**src/rtl/tdm_demux4_pkg.sv**
```systemverilog
// Shared types and constants for the TDM serial-to-parallel demultiplexer.
// The parity slot (TDM_DEMUX_PARITY_EN builds) is appended PAR_SLOT_OFS slots after the data slots.
package tdm_pkg;

  typedef enum logic [1:0] {
    ST_IDLE      = 2'd0,
    ST_COLLECT   = 2'd1,
    ST_WAIT_SYNC = 2'd2
  } state_e;

  localparam int NCH_DEFAULT  = 4;
  localparam int PAR_SLOT_OFS = 1;

  // XOR-reduce of the data bits; an even-parity slot must carry this value.
  function automatic logic even_par(input logic [15:0] v);
    return ^v;
  endfunction

endpackage

```
**src/rtl/tdm_demux4_if.sv**
```systemverilog
// Channel-side bundle of tdm_demux4: serial slot input and parallel word output.
// par_err exists only when TDM_DEMUX_PARITY_EN is defined.
interface tdm_demux4_if #(
  parameter int NCH  = 4,
`ifdef TDM_DEMUX_PARITY_EN
  parameter int SELW = $clog2(NCH) + 1
`else
  parameter int SELW = $clog2(NCH)
`endif
) ();

  logic            en;
  logic            sync_in;
  logic            din;
  logic [NCH-1:0]  dout;
  logic            valid;
  logic [SELW-1:0] sel_out;
  logic            frame_err;
`ifdef TDM_DEMUX_PARITY_EN
  logic            par_err;
`endif

  modport slave (
    input  en, sync_in, din,
    output dout, valid, sel_out, frame_err
`ifdef TDM_DEMUX_PARITY_EN
    , output par_err
`endif
  );

  modport master (
    output en, sync_in, din,
    input  dout, valid, sel_out, frame_err
`ifdef TDM_DEMUX_PARITY_EN
    , input par_err
`endif
  );

endinterface

```
**src/rtl/tdm_demux4_slot_cnt.sv**
```systemverilog
// Slot counter: clear beats load-to-1 beats increment, all qualified by en_i.
// tc_o flags the last slot of a frame.
module tdm_slot_cnt #(
  parameter int SELW   = 2,
  parameter int TC_VAL = 3
) (
  input  logic            clk,
  input  logic            rst,
  input  logic            en_i,
  input  logic            load1_i,
  input  logic            clr_i,
  input  logic            inc_i,
  output logic [SELW-1:0] cnt_o,
  output logic            tc_o
);

  localparam logic [SELW-1:0] ONE = {{(SELW-1){1'b0}}, 1'b1};
  localparam logic [SELW-1:0] TC  = SELW'(TC_VAL);

  logic [SELW-1:0] cnt_q;
  logic [SELW-1:0] cnt_d;

  // Next slot value.
  always_comb begin
    cnt_d = cnt_q;
    if (!en_i) begin
      cnt_d = cnt_q;
    end else if (clr_i) begin
      cnt_d = {SELW{1'b0}};
    end else if (load1_i) begin
      cnt_d = ONE;
    end else if (inc_i) begin
      cnt_d = cnt_q + ONE;
    end else begin
      cnt_d = cnt_q;
    end
  end

  // Slot register.
  always_ff @(posedge clk or posedge rst) begin
    if (rst) begin
      cnt_q <= {SELW{1'b0}};
    end else begin
      cnt_q <= cnt_d;
    end
  end

  assign cnt_o = cnt_q;
  assign tc_o  = (cnt_q == TC);

endmodule

```
**src/rtl/tdm_demux4.sv**
```systemverilog
// TDM demultiplexer top: rebuilds the NCH-bit channel word from the serial slot stream.
// Define TDM_DEMUX_PARITY_EN to add a trailing even-parity slot and the par_err pulse.
module tdm_demux4
  import tdm_pkg::*;
#(
  parameter int NCH  = NCH_DEFAULT,
`ifdef TDM_DEMUX_PARITY_EN
  parameter int SELW = $clog2(NCH) + 1
`else
  parameter int SELW = $clog2(NCH)
`endif
) (
  input  logic         clk,
  input  logic         rst,
  tdm_demux4_if.slave  bus
);

`ifdef TDM_DEMUX_PARITY_EN
  localparam int LAST_SLOT = NCH - 1 + PAR_SLOT_OFS;
`else
  localparam int LAST_SLOT = NCH - 1;
`endif

  state_e          state_q, state_d;
  logic [NCH-1:0]  asm_q, asm_d;
  logic [NCH-1:0]  dout_q, dout_d;
  logic            valid_q, valid_d;
  logic            ferr_q, ferr_d;
`ifdef TDM_DEMUX_PARITY_EN
  logic            perr_q, perr_d;
`endif
  logic            cnt_load1, cnt_clr, cnt_inc, cnt_tc;
  logic [SELW-1:0] cnt;
  logic [NCH-1:0]  din_word;
  logic [NCH-1:0]  asm_cur;

  tdm_slot_cnt #(
    .SELW   (SELW),
    .TC_VAL (LAST_SLOT)
  ) u_slot_cnt (
    .clk     (clk),
    .rst     (rst),
    .en_i    (bus.en),
    .load1_i (cnt_load1),
    .clr_i   (cnt_clr),
    .inc_i   (cnt_inc),
    .cnt_o   (cnt),
    .tc_o    (cnt_tc)
  );

  // Unfilled slots are always zero, so OR-ing the shifted bit places it at the current slot.
  assign din_word = {{(NCH-1){1'b0}}, bus.din};
  assign asm_cur  = asm_q | (din_word << cnt);

  // Frame state machine: next state, assembly word and output pulses.
  always_comb begin
    state_d   = state_q;
    asm_d     = asm_q;
    dout_d    = dout_q;
    valid_d   = 1'b0;
    ferr_d    = 1'b0;
`ifdef TDM_DEMUX_PARITY_EN
    perr_d    = 1'b0;
`endif
    cnt_load1 = 1'b0;
    cnt_clr   = 1'b0;
    cnt_inc   = 1'b0;
    if (bus.en) begin
      case (state_q)
        ST_IDLE, ST_WAIT_SYNC: begin
          if (bus.sync_in) begin
            asm_d     = din_word;
            cnt_load1 = 1'b1;
            state_d   = ST_COLLECT;
          end else if (state_q == ST_WAIT_SYNC) begin
            ferr_d  = 1'b1;
            state_d = ST_IDLE;
          end else begin
            state_d = ST_IDLE;
          end
        end
        ST_COLLECT: begin
          if (bus.sync_in) begin
            ferr_d    = 1'b1;
            asm_d     = din_word;
            cnt_load1 = 1'b1;
          end else if (cnt_tc) begin
`ifdef TDM_DEMUX_PARITY_EN
            if (even_par(16'(asm_q)) == bus.din) begin
              dout_d  = asm_q;
              valid_d = 1'b1;
            end else begin
              perr_d  = 1'b1;
            end
`else
            dout_d  = asm_cur;
            valid_d = 1'b1;
`endif
            asm_d   = {NCH{1'b0}};
            cnt_clr = 1'b1;
            state_d = ST_WAIT_SYNC;
          end else begin
            asm_d   = asm_cur;
            cnt_inc = 1'b1;
          end
        end
        default: begin
          asm_d   = {NCH{1'b0}};
          cnt_clr = 1'b1;
          state_d = ST_IDLE;
        end
      endcase
    end else begin
      state_d = state_q;
    end
  end

  // State and output registers.
  always_ff @(posedge clk or posedge rst) begin
    if (rst) begin
      state_q <= ST_IDLE;
      asm_q   <= {NCH{1'b0}};
      dout_q  <= {NCH{1'b0}};
      valid_q <= 1'b0;
      ferr_q  <= 1'b0;
`ifdef TDM_DEMUX_PARITY_EN
      perr_q  <= 1'b0;
`endif
    end else begin
      state_q <= state_d;
      asm_q   <= asm_d;
      dout_q  <= dout_d;
      valid_q <= valid_d;
      ferr_q  <= ferr_d;
`ifdef TDM_DEMUX_PARITY_EN
      perr_q  <= perr_d;
`endif
    end
  end

  assign bus.dout      = dout_q;
  assign bus.valid     = valid_q;
  assign bus.frame_err = ferr_q;
  assign bus.sel_out   = cnt;
`ifdef TDM_DEMUX_PARITY_EN
  assign bus.par_err   = perr_q;
`endif

endmodule

```
**src/flat_wrapper.sv**
```systemverilog
// flat-port wrapper written by rule: the top's interface ports become plain ports
module tdm_demux4_flat import tdm_pkg::*;
#(
  parameter int NCH  = NCH_DEFAULT,

  parameter int SELW = $clog2(NCH)

)
  (clk, rst, bus_en, bus_sync_in, bus_din, bus_dout, bus_valid, bus_sel_out, bus_frame_err);
  tdm_demux4_if #(.NCH(NCH), .SELW(SELW)) bus_i ();
  input  logic clk;
  input  logic rst;
  input wire logic [$bits(bus_i.en)-1:0] bus_en;
  input wire logic [$bits(bus_i.sync_in)-1:0] bus_sync_in;
  input wire logic [$bits(bus_i.din)-1:0] bus_din;
  output wire logic [$bits(bus_i.dout)-1:0] bus_dout;
  output wire logic [$bits(bus_i.valid)-1:0] bus_valid;
  output wire logic [$bits(bus_i.sel_out)-1:0] bus_sel_out;
  output wire logic [$bits(bus_i.frame_err)-1:0] bus_frame_err;
  assign bus_i.en = bus_en;
  assign bus_i.sync_in = bus_sync_in;
  assign bus_i.din = bus_din;
  assign bus_dout = bus_i.dout;
  assign bus_valid = bus_i.valid;
  assign bus_sel_out = bus_i.sel_out;
  assign bus_frame_err = bus_i.frame_err;
  tdm_demux4 #(.NCH(NCH), .SELW(SELW)) u_core (.clk(clk), .rst(rst), .bus(bus_i));
endmodule
```
**config.mk**
```make
export PLATFORM = sky130hd
export DESIGN_NAME = tdm_demux4_flat
export DESIGN_NICKNAME = d
export VERILOG_FILES = /design/src/rtl/tdm_demux4_pkg.sv /design/src/rtl/tdm_demux4_if.sv /design/src/rtl/tdm_demux4_slot_cnt.sv /design/src/rtl/tdm_demux4.sv /design/src/flat_wrapper.sv
export SDC_FILE = /design/constraint.sdc
export NUM_CORES = 1
export LEC_CHECK = 0
export CORE_ASPECT_RATIO = 0.7
export CORE_UTILIZATION = 25
export DETAILED_ROUTE_END_ITERATION = 8
export GPL_TIMING_DRIVEN = 0
export SLEW_MARGIN = 15
export SYNTH_ARGS = -nofsm -noshare
export SYNTH_HDL_FRONTEND = slang
export SYNTH_SLANG_ARGS = --single-unit
```
**constraint.sdc**
```tcl
create_clock -name clk -period 3.14 [get_ports clk]
set_clock_uncertainty 0.2 [all_clocks]
set_input_delay 0.314 -clock clk [delete_from_list [all_inputs] [get_ports clk]]
set_output_delay 0.314 -clock clk [all_outputs]
set_load 0.005 [all_outputs]
```
Word level (Yosys, flattened, before mapping)
Index checks and enable logic that the tools add are counted.
W data, S select, Z words.

word-level totals
  flip-flop bits (word level) = 14
  input port bits = 5
  logic and storage cells = 52

cells by class
  multiplexer cells = 28
  reduce and logical (&&, ||, !) cells = 8
  bitwise gates (word level) = 2
  shifts and indexed selects = 1
  eq/ne operators = 6
  add/subtract/negate cells = 1

operator list
  operator               count
  $mux W1                16
  $mux W4                3
  $mux W2                5
  $pmux W4 S2            1
  $eq A2 B2 Y1 const B   2
  $ne A2 B2 Y1 const B   2
  $or A4 B4 Y4           1
  $pmux W1 S2            2
  $pmux W2 S2            1
  $reduce_and A2 Y1      2
  $reduce_and A4 Y1      1
  $shl A1 B2 Y4          1
  $reduce_and A3 Y1      1
  $reduce_bool A3 Y1     1
  $reduce_or A3 Y1       1
  $add A2 B1 Y2 const B  1
  $eq A2 B1 Y1 const B   1
  $logic_not A2 Y1       1
  $ne A2 B1 Y1 const B   1
  $reduce_or A2 Y1       1
  $not A1 Y1             1

Depth between registers and ports, before layout
  word-level depth = 8
  mapped depth = 5

By module
A second synthesis with hierarchy kept.

unflattened totals
  cell total of the unflattened synthesis = 75
  area, all modules = 734.5 um^2

modules (own cells, without submodules)
  module        instances  sequential area each (um^2)  cells each  area an instance (um^2)
  tdm_demux4    1          300.3                        64          613.1
  tdm_slot_cnt  1          50.0                         11          121.4

Worst setup path before layout
OpenSTA, ideal clock, no wires.

  path type = reg2reg
  from = register u_core.u_slot_cnt.cnt_q[0], in the netlist u_core.u_slot_cnt.cnt_o[0]
  to = register u_core.u_slot_cnt.cnt_q[0], in the netlist u_core.u_slot_cnt.cnt_o[0]
  path buffers = 0
  period minus slack after synthesis = 1.522 ns
  arrival = 1.194 ns
  slack = 1.618 ns
  stages on the path, launching flop included = 6
  cells stage by stage = dfrtp_1 > ha_1 > inv_1 > a21oi_1 > o32ai_1 > a21oi_1

between the ends
  cells in the longest elaborated chain, start to end = 7

RTL lines
  element                                        RTL line                   RTL
  start: declaration                             tdm_demux4_slot_cnt.sv:20  logic [SELW-1:0] cnt_q;
  start signal: assignment                       tdm_demux4_slot_cnt.sv:42  cnt_q <= {SELW{1'b0}};
  start signal: assignment                       tdm_demux4_slot_cnt.sv:44  cnt_q <= cnt_d;
  $eq A2 B2 Y1                                   tdm_demux4_slot_cnt.sv:49  assign tc_o = (cnt_q == TC);
  $mux W1                                        tdm_demux4.sv:87           end else if (cnt_tc) begin
  $mux W1                                        tdm_demux4.sv:83           if (bus.sync_in) begin
  $pmux W1 S2 / $mux W1 (equally long branches)  tdm_demux4.sv:69           case (state_q)
  $mux W1                                        tdm_demux4.sv:68           if (bus.en) begin
  $reduce_bool A3 Y1 (no source line)            --
  $reduce_and A2 Y1 (no source line)             --

Several ways; a longest one is shown, not always the timed one. The select of a mux whose other input is x is not followed.
A chain may end at the register's enable or synchronous reset.

Worst setup path after layout
  from = register u_core.u_slot_cnt.cnt_q[0], in the netlist u_core.u_slot_cnt.cnt_o[0]
  to = output port bus_sel_out[0]

RTL lines
  element           RTL line            RTL
  end: declaration  flat_wrapper.sv:18  output wire logic [$bits(bus_i.sel_out)-1:0] bus_sel_out;

No word-level cell between the ends.

==> impl_metrics.toml <==
[critical_path]
path_class = "reg2out"
cp_max_fo = 10
cp.depth = 1
cp-end-kind = "output pin"
endpoint = "bus_sel_out[0]"
critPathSlowestCell = "clkdlybuf4s50_1"
startpoint = "u_core.u_slot_cnt.cnt_o[0]"
crit_arrival_ns = 1.31
cpLargestDelayFamily = "buffers and inverters"
crit-reg2reg-launch = "u_core.u_slot_cnt.cnt_o[0]"
path_cells = "clkdlybuf4s50_1"
worstSetupStartpointType = "flop"
r2r-end = "u_core.u_slot_cnt.cnt_o[0]"
cp_num_buf_inv = 1
reg2regPathDepth = 5
worstPathRequired_ns = 2.63
timing.reg2reg.setup_slack_ns = 1.52
cp_slowest_stage_delay_ns = 0.57

[placed_design]
dpl-instance-area_sq_um = 853
routabilityCongestion = 0.811
dp.cells = 120
port_buffers = 11
hpwlAfterDp_microns = 985
dp_slack_ns = 1.27

[floorplanning]
coreArea_sq_um = 2550
core.rowCount = 15
ioPinCount = 13
initial_core_util_pct = 27.5
die_y_microns = 46.3
die_w_microns = 65.3
dieArea_sq_um = 3020

[drt]
dr.pass1.iters = 4
vias = 549
routedWlPerCell_microns = 10.5
routed_wl_mm = 1.31
drc = 0
drt_iter0_drc = 27
drt-vias-per-instance = 4.43
route.met2.wl_microns = 568
drtAntennaViolNets = 0
wl_met3_microns = 58
top_layer = "met3"
wl_met1_microns = 678

[timing]
tns_ns = 0
fin_crit_sh_pct = 58.2
fin_crit_ns = 1.83
finalMaxSlewViolations = 0
rsz0062_at_grt = "no"
worst_slew_pin_slew_ns = 0.542
setup_slack_ns = 1.31
setup_viol = 0
hold_viol_final = 0
max_freq_mhz = 547
relSlewSlack_pct = 63.8

[finish]
fillers = 281
drive_gt1_share_pct = 12.2
multiInputGateArea_sq_um = 309
num_antenna_cells = 0
regArea_sq_um = 350
final_area_sq_um = 908
fin_nets = 98
layout_commonest_cell = "dfrtp_1"
mostFrequentLayoutCells = "14 x dfrtp_1, 11 x clkdlybuf4s50_1, 10 x nand2_1"
areaGrowthSynthToFinish_pct = 29.6
stdcell_count = 124

[yosys]
synth-compound-area-share_pct = 18.4
syn_inst = 75
ys_seq_area_share_pct = 50.0
synthFlopType = "dfrtp_1"
synthesis.area_sq_um = 701
ys_warn_count = 0
postSynthAreaPerCell_sq_um = 9.34
syn-num-nets = 82
synth_top_family_by_area = "simple AND/OR/NAND/NOR gates"
synthSimpleGateAreaFrac_pct = 20.7
synth-adder-area-share_pct = 3.57
yosys-mux-area-fraction_pct = 1.43
synth_cell_type_count = 25
synth_edf_count = 0
yosys.area_share.xor_xnor_pct = 0
synthArstFlopShare_pct = 100
synth-seq-cells = 14

[run]
max_cap_violations = 0

[clock_tree]
cts_buffer_depth = 2
clock_sinks = 14
insertion_delay_ns = 0.25
ctsResizeCount = 0
cts_setup_buffers = 0
cts_buffers = 3
h-tree-depth = 1
cts_root_buf = "clkbuf_8"
path_clk_slew_ns = 0.06
hold_buffers = 0
cts_tree = "yes"

[hold_path]
min_path_cells = 3
hold_class = "in2reg"

[power_and_ir_drop]
peakVddDrop_mv = 0.192
p_leak_nw = 0.402
power_density_nw_per_um2 = 802
power_mw = 0.729

[grt]
gr-total-overflow = 0
grt_usage_pct = 10.0
grt_pass1_wl_mm = 2.22
grt_pass1_vias = 512
antenna_found_initial = 0
grt_max_degree = 15

[status]
status = "completed"
[cells in the mapped netlist, types with 2 or more instances]
library cell,n,area (sq um)
dfrtp_1,14,350
nand2_1,10,37.5
nor2_1,9,33.8
a21oi_1,7,35.0
inv_1,6,22.5
o21ai_0,5,25.0
o21ai_1,4,20.0
ha_1,2,25.0
nor2b_1,2,12.5
[final cells by class]
type / count / area share (%)
tap: 34 / 4.68
inverter: 6 / 2.48
buffer: 2 / 2.07
clock buffer: 4 / 6.06
timing repair buffer: 11 / 12.1
sequential: 14 / 38.6
multi-input combinational: 53 / 34.0
[per-layer routing]
layer,up-vias,global-route usage [%]
met5,-,0
met4,0,2.61
met3,0,4.46
met2,11,15.5
met1,253,12.8
li1,285,-
[metrics by stage]
| stage | util [%] | hold slack, ns |
|---|---|---|
| floorplan | - | 0.00322 |
| global placement | 33.4 | 0.267 |
| detailed placement | 33.4 | 0.274 |
| CTS | 35.6 | 0.173 |
| global route | 35.6 | 0.222 |
| finish | 35.6 | 0.178 |
[how the worst min path moves through the flow]
stage / from / endpoint
after global placement: u_core.asm_q[3] / u_core.asm_q[3]
after floorplan: rst / u_core.asm_q[0]
after detailed placement: u_core.asm_q[2] / u_core.asm_q[2]
after global routing: bus_sync_in / u_core.state_q[0]
after CTS: bus_sync_in / u_core.state_q[0]
final: bus_sync_in / u_core.state_q[0]
[worst register-to-register path, stage by stage, from the launching register on]
cell and delay (ns):
dfrtp_1 0.48, ha_1 0.25, inv_1 0.16, a21oi_1 0.09, o32ai_1 0.22, a21oi_1 0.10
[logic make-up (layout without fill, tap and decap cells)]
logic type	Yosys count	after routing
and+or+nand+nor	28	28
AOI/OAI and AO/OA	22	22
DFF	14	14
buffers and inverters	8	23
adders and majority gates	2	2
muxes	1	1
[sequential cells by signal, indices dropped and copies added, names as in the netlist]
register,cells
u_core.state_q,2
u_core.u_slot_cnt.cnt_o,2
u_core.bus.valid,1
u_core.bus.frame_err,1
u_core.asm_q,4
u_core.bus.dout,4
[power by group]
part	switching (mW)	total, mW	internal [mW]
registers	0.0487	0.283	0.235
logic	0.125	0.269	0.144
clock network	0.0655	0.177	0.111
No activity file was read; power rests on OpenSTA's default activity.
==> RTL edit 1, RTL diff (same flow settings) <==
Set the package constant `NCH_DEFAULT` to 8 (it was 4).
--- a/src/rtl/tdm_demux4_pkg.sv
+++ b/src/rtl/tdm_demux4_pkg.sv
@@ -8,7 +8,7 @@
     ST_WAIT_SYNC = 2'd2
   } state_e;
 
-  localparam int NCH_DEFAULT  = 4;
+  localparam int NCH_DEFAULT  = 8;
   localparam int PAR_SLOT_OFS = 1;
 
   // XOR-reduce of the data bits; an even-parity slot must carry this value.
Interface: changed (resized bus_dout and bus_sel_out); port bits go from 13 to 18. No check against the original RTL was run, so the function may have changed too.
==> RTL edit 1 against the original RTL <==
Synthesized area is 67% higher. First-iteration DRC count increased by 130%. Largest power group unchanged. Sequential cell count up 9. Power shrank 7.0%. Register-to-register slack got worse by 0.59 ns. Final area increased by 60%. Sequential power rose by 23%. Setup slack worse by 0.38 ns. Count of clock-buffer cells in the layout down 1. Highest routed layer is now met4. Routed wire length rose by 89%. Hold slack gained 0.12 ns.
==> RTL edit 1: results (changes against the original RTL) <==
metric,value,unit,change
gp_congestion,0.830,,was 0.811
nets,139,,was 98
core-area,4400,um^2,was 2550 um^2
cp_top_family,compound AO/OA/AOI/OAI gates,,was buffers and inverters
max_stage_delay,0.49,ns,was 0.57 ns
outcome,finished clean,,unchanged
period_share,0.703,,was 0.582
first_iter_violations,62,,was 27
grtUsageMet1,0.158,,was 0.128
worst-setup-path-type,reg2reg,,was reg2out
synth_compound_area_frac,0.206,,was 0.184
via_per_inst,4.70,,was 4.43
drive_gt1_frac,0.108,,was 0.122
place_area,1410,um^2,was 853 um^2
die_area,4960,um^2,was 3020 um^2
slew_headroom,0.418,,was 0.638
r2r-end,u_core.asm_q[5],,was u_core.u_slot_cnt.cnt_o[0]
rr_startpoint,u_core.u_slot_cnt.cnt_o[1],,was u_core.u_slot_cnt.cnt_o[0]
clkTransAtPathRegs,0.08,ns,was 0.06 ns
buf_share,0.146,,was 0.142
dp_cells,181,,was 120
use_met3,0.0362,,was 0.0446
n_all_inverters,10,,was 6
nMultiInputCombCells,69,,was 53
cp_slowest_cell,dfrtp_1,,was clkdlybuf4s50_1
sh_seq_area,0.396,,was 0.386
grt_pass1_vias,885,,was 512
synth_seq_area_share,0.493,,was 0.500
cts_sinks,23,,was 14
synth_common_cells,"dfrtp_1 (23), inv_1 (10), o21a_1 (6), o21ai_0 (6)",,"was dfrtp_1 (14), nand2_1 (10), nor2_1 (9)"
seq_area,576,um^2,was 350 um^2
hp-start,u_core.asm_q[6],,was bus_sync_in
synthTopCellsByArea,"dfrtp_1 (49%), mux2_4 (5.1%), o21a_1 (3.9%), ha_1 (3.2%), inv_1 (3.2%)",,"was dfrtp_1 (50%), nand2_1 (5.4%), a21oi_1 (5.0%), nor2_1 (4.8%), ha_1 (3.6%)"
RTL edit 1: cell count changes after synthesis, moves of 4 or more:
| cell | before | now |
|---|---|---|
| a21oi_1 | 7 | 3 |
| buf_2 | 0 | 4 |
| dfrtp_1 | 14 | 23 |
| inv_1 | 6 | 10 |
| mux2_4 | 0 | 4 |
| nand2_1 | 10 | 4 |
| nand2b_1 | 0 | 5 |
| nor2_1 | 9 | 3 |
| nor4_1 | 0 | 5 |
| o21a_1 | 0 | 6 |
| o21bai_1 | 0 | 4 |
RTL edit 1: per-layer routing:
metal / vias up / part of all wire
li1: 437 / -
met1: 415 / 0.54
met2: 16 / 0.41
met3: 2 / 0.042
met4: 0 / 0.0040
met5: - / 0
RTL edit 1: power breakdown:
group | leakage, nW | internal [mW] | switching [mW]
clock | 0.0255 | 0.0887 | 0.0977
combinational | 0.342 | 0.0748 | 0.0692
sequential | 0.298 | 0.321 | 0.0256
==> RTL edit 2, RTL diff (same settings) <==
Made on the original files. Encoding of `state_e`: now one-hot (3 bits for 3 states).
--- a/src/rtl/tdm_demux4_pkg.sv
+++ b/src/rtl/tdm_demux4_pkg.sv
@@ -2,10 +2,10 @@
 // The parity slot (TDM_DEMUX_PARITY_EN builds) is appended PAR_SLOT_OFS slots after the data slots.
 package tdm_pkg;
 
-  typedef enum logic [1:0] {
-    ST_IDLE      = 2'd0,
-    ST_COLLECT   = 2'd1,
-    ST_WAIT_SYNC = 2'd2
+  typedef enum logic [2:0] {
+    ST_IDLE      = 3'b001,
+    ST_COLLECT   = 3'b010,
+    ST_WAIT_SYNC = 3'b100
   } state_e;
 
   localparam int NCH_DEFAULT  = 4;
Check against the original RTL: same outputs for any inputs over 10 cycles, from zero or initial values and one cycle with rst high; not proved beyond that.
==> RTL edit 2 against the original RTL <==
Power is 1.5% lower. Combinational power grew 13%. Fmax decreased by 5.9%. Non-clock buffer count up 6. Critical path depth increased by 4. Setup slack got worse by 0.11 ns. First-iteration DRC count grew 100%. Routed wire length increased by 39%. Register-to-register slack lost 0.32 ns. Final area rose by 19%. Synthesized area rose by 23%. Sequential cell count up 1. Critical path type is now reg2reg. Critical endpoint is now u_core.bus.dout[1]. Highest routed layer is now met4.
==> RTL edit 2: results (changes against the original RTL) <==
metric,value,unit,change
grt_pass1_vias,673,,was 512
clock_area_frac,0.0416,,was 0.0606
synth.distinct_cells,39,,was 25
min_path_type,in2async,,was in2reg
wirelength_met1,944,um,was 678 um
ir_drop,0.164,mV,was 0.192 mV
nFillCells,329,,was 281
crit_fanout,9,,was 10
power_frac_seq,0.359,,was 0.389
vias,666,,was 549
post-place-ws,1.08,ns,was 1.27 ns
syn_area,860,um^2,was 701 um^2
multi_input_area_share,0.391,,was 0.340
worst_hold_slack,0.221,ns,was 0.178 ns
wl_per_cell,12.0,um,was 10.5 um
synth_seq_area_share,0.438,,was 0.500
avgSynthCellArea,9.77,um^2,was 9.34 um^2
grt_max_degree,16,,was 15
max_slew.worst_pin.slew,0.563,ns,was 0.542 ns
cts_sinks,15,,was 14
gp_congestion,0.815,,was 0.811
synth_mux_area_frac,0.0291,,was 0.0143
nets,111,,was 98
synth_fp_nets,94,,was 82
cts_setup_buffers,0,,unchanged
synthTopCellsByArea,"dfrtp_1 (41%), nand2b_1 (4.4%), o21ai_0 (3.5%), dfstp_2 (3.1%), nand2_1 (2.6%)",,"was dfrtp_1 (50%), nand2_1 (5.4%), a21oi_1 (5.0%), nor2_1 (4.8%), ha_1 (3.6%)"
dr_wl_met2,769,um,was 568 um
grtUsageMet1,0.154,,was 0.128
netSwitchingFraction,0.351,,was 0.328
met3WireLength,62,um,was 58 um
p_leak,0.469,nW,was 0.402 nW
synth_fa_ha_area_frac,0.0146,,was 0.0357
routed.top_layer,met4,,was met3
synth_common_cells,"dfrtp_1 (14), nand2_1 (6), nand2b_1 (6), nor2_1 (6), o21ai_0 (6)",,"was dfrtp_1 (14), nand2_1 (10), nor2_1 (9)"
rr_startpoint,u_core.u_slot_cnt.cnt_o[1],,was u_core.u_slot_cnt.cnt_o[0]
fmax,515,MHz,was 547 MHz
crit_arrival,1.88,ns,was 1.31 ns
nMultiInputCombCells,62,,was 53
dp_cells,147,,was 120
cts_buffers,3,,unchanged
clock_net_power,0.156,mW,was 0.177 mW
met2_usage,0.179,,was 0.155
r2r_setup_slack,1.20,ns,was 1.52 ns
final_max_slew_viol_count,0,,unchanged
numPortBuffers,12,,was 11
synth_xor_xnor_area_share,0.0204,,was 0
place_area,1040,um^2,was 853 um^2
use_met3,0.0414,,was 0.0446
outcome,finished clean,,unchanged
grt_use_total,0.118,,was 0.100
seq_area,377,um^2,was 350 um^2
via_per_inst,4.41,,was 4.43
first_iter_violations,55,,was 27
area_growth,26.1,%,was 29.6%
synth_compound_area_frac,0.210,,was 0.184
n_all_inverters,4,,was 6
drive_gt1_frac,0.125,,was 0.122
-- RTL edit 2: how the worst max path moves through the flow --
stage	to	cells after the start	startpoint
2_1_floorplan	u_core.bus.dout[1]	5	u_core.u_slot_cnt.cnt_o[1]
3_3_place_gp	u_core.u_slot_cnt.cnt_o[1]	4	bus_en
3_5_place_dp	u_core.u_slot_cnt.cnt_o[1]	4	bus_en
4_1_cts	u_core.bus.dout[1]	5	u_core.u_slot_cnt.cnt_o[1]
5_1_grt	u_core.bus.dout[1]	5	u_core.u_slot_cnt.cnt_o[1]
6_report	u_core.bus.dout[1]	5	u_core.u_slot_cnt.cnt_o[1]
-- RTL edit 2: logic make-up after synthesis --
family          count (synthesis)
fa+ha+maj                       1
simple gates                   33
buf+inv                        11
xor+xnor                        2
compound gates                 24
flops                          15
mux                             2
-- RTL edit 2: critical path, stage by stage, from the launching register on --
cell and delay [ns]:
dfrtp_1 0.47, ha_1 0.27, nand2b_1 0.09, or3_1 0.36
buf_6 0.15, mux2_4 0.28
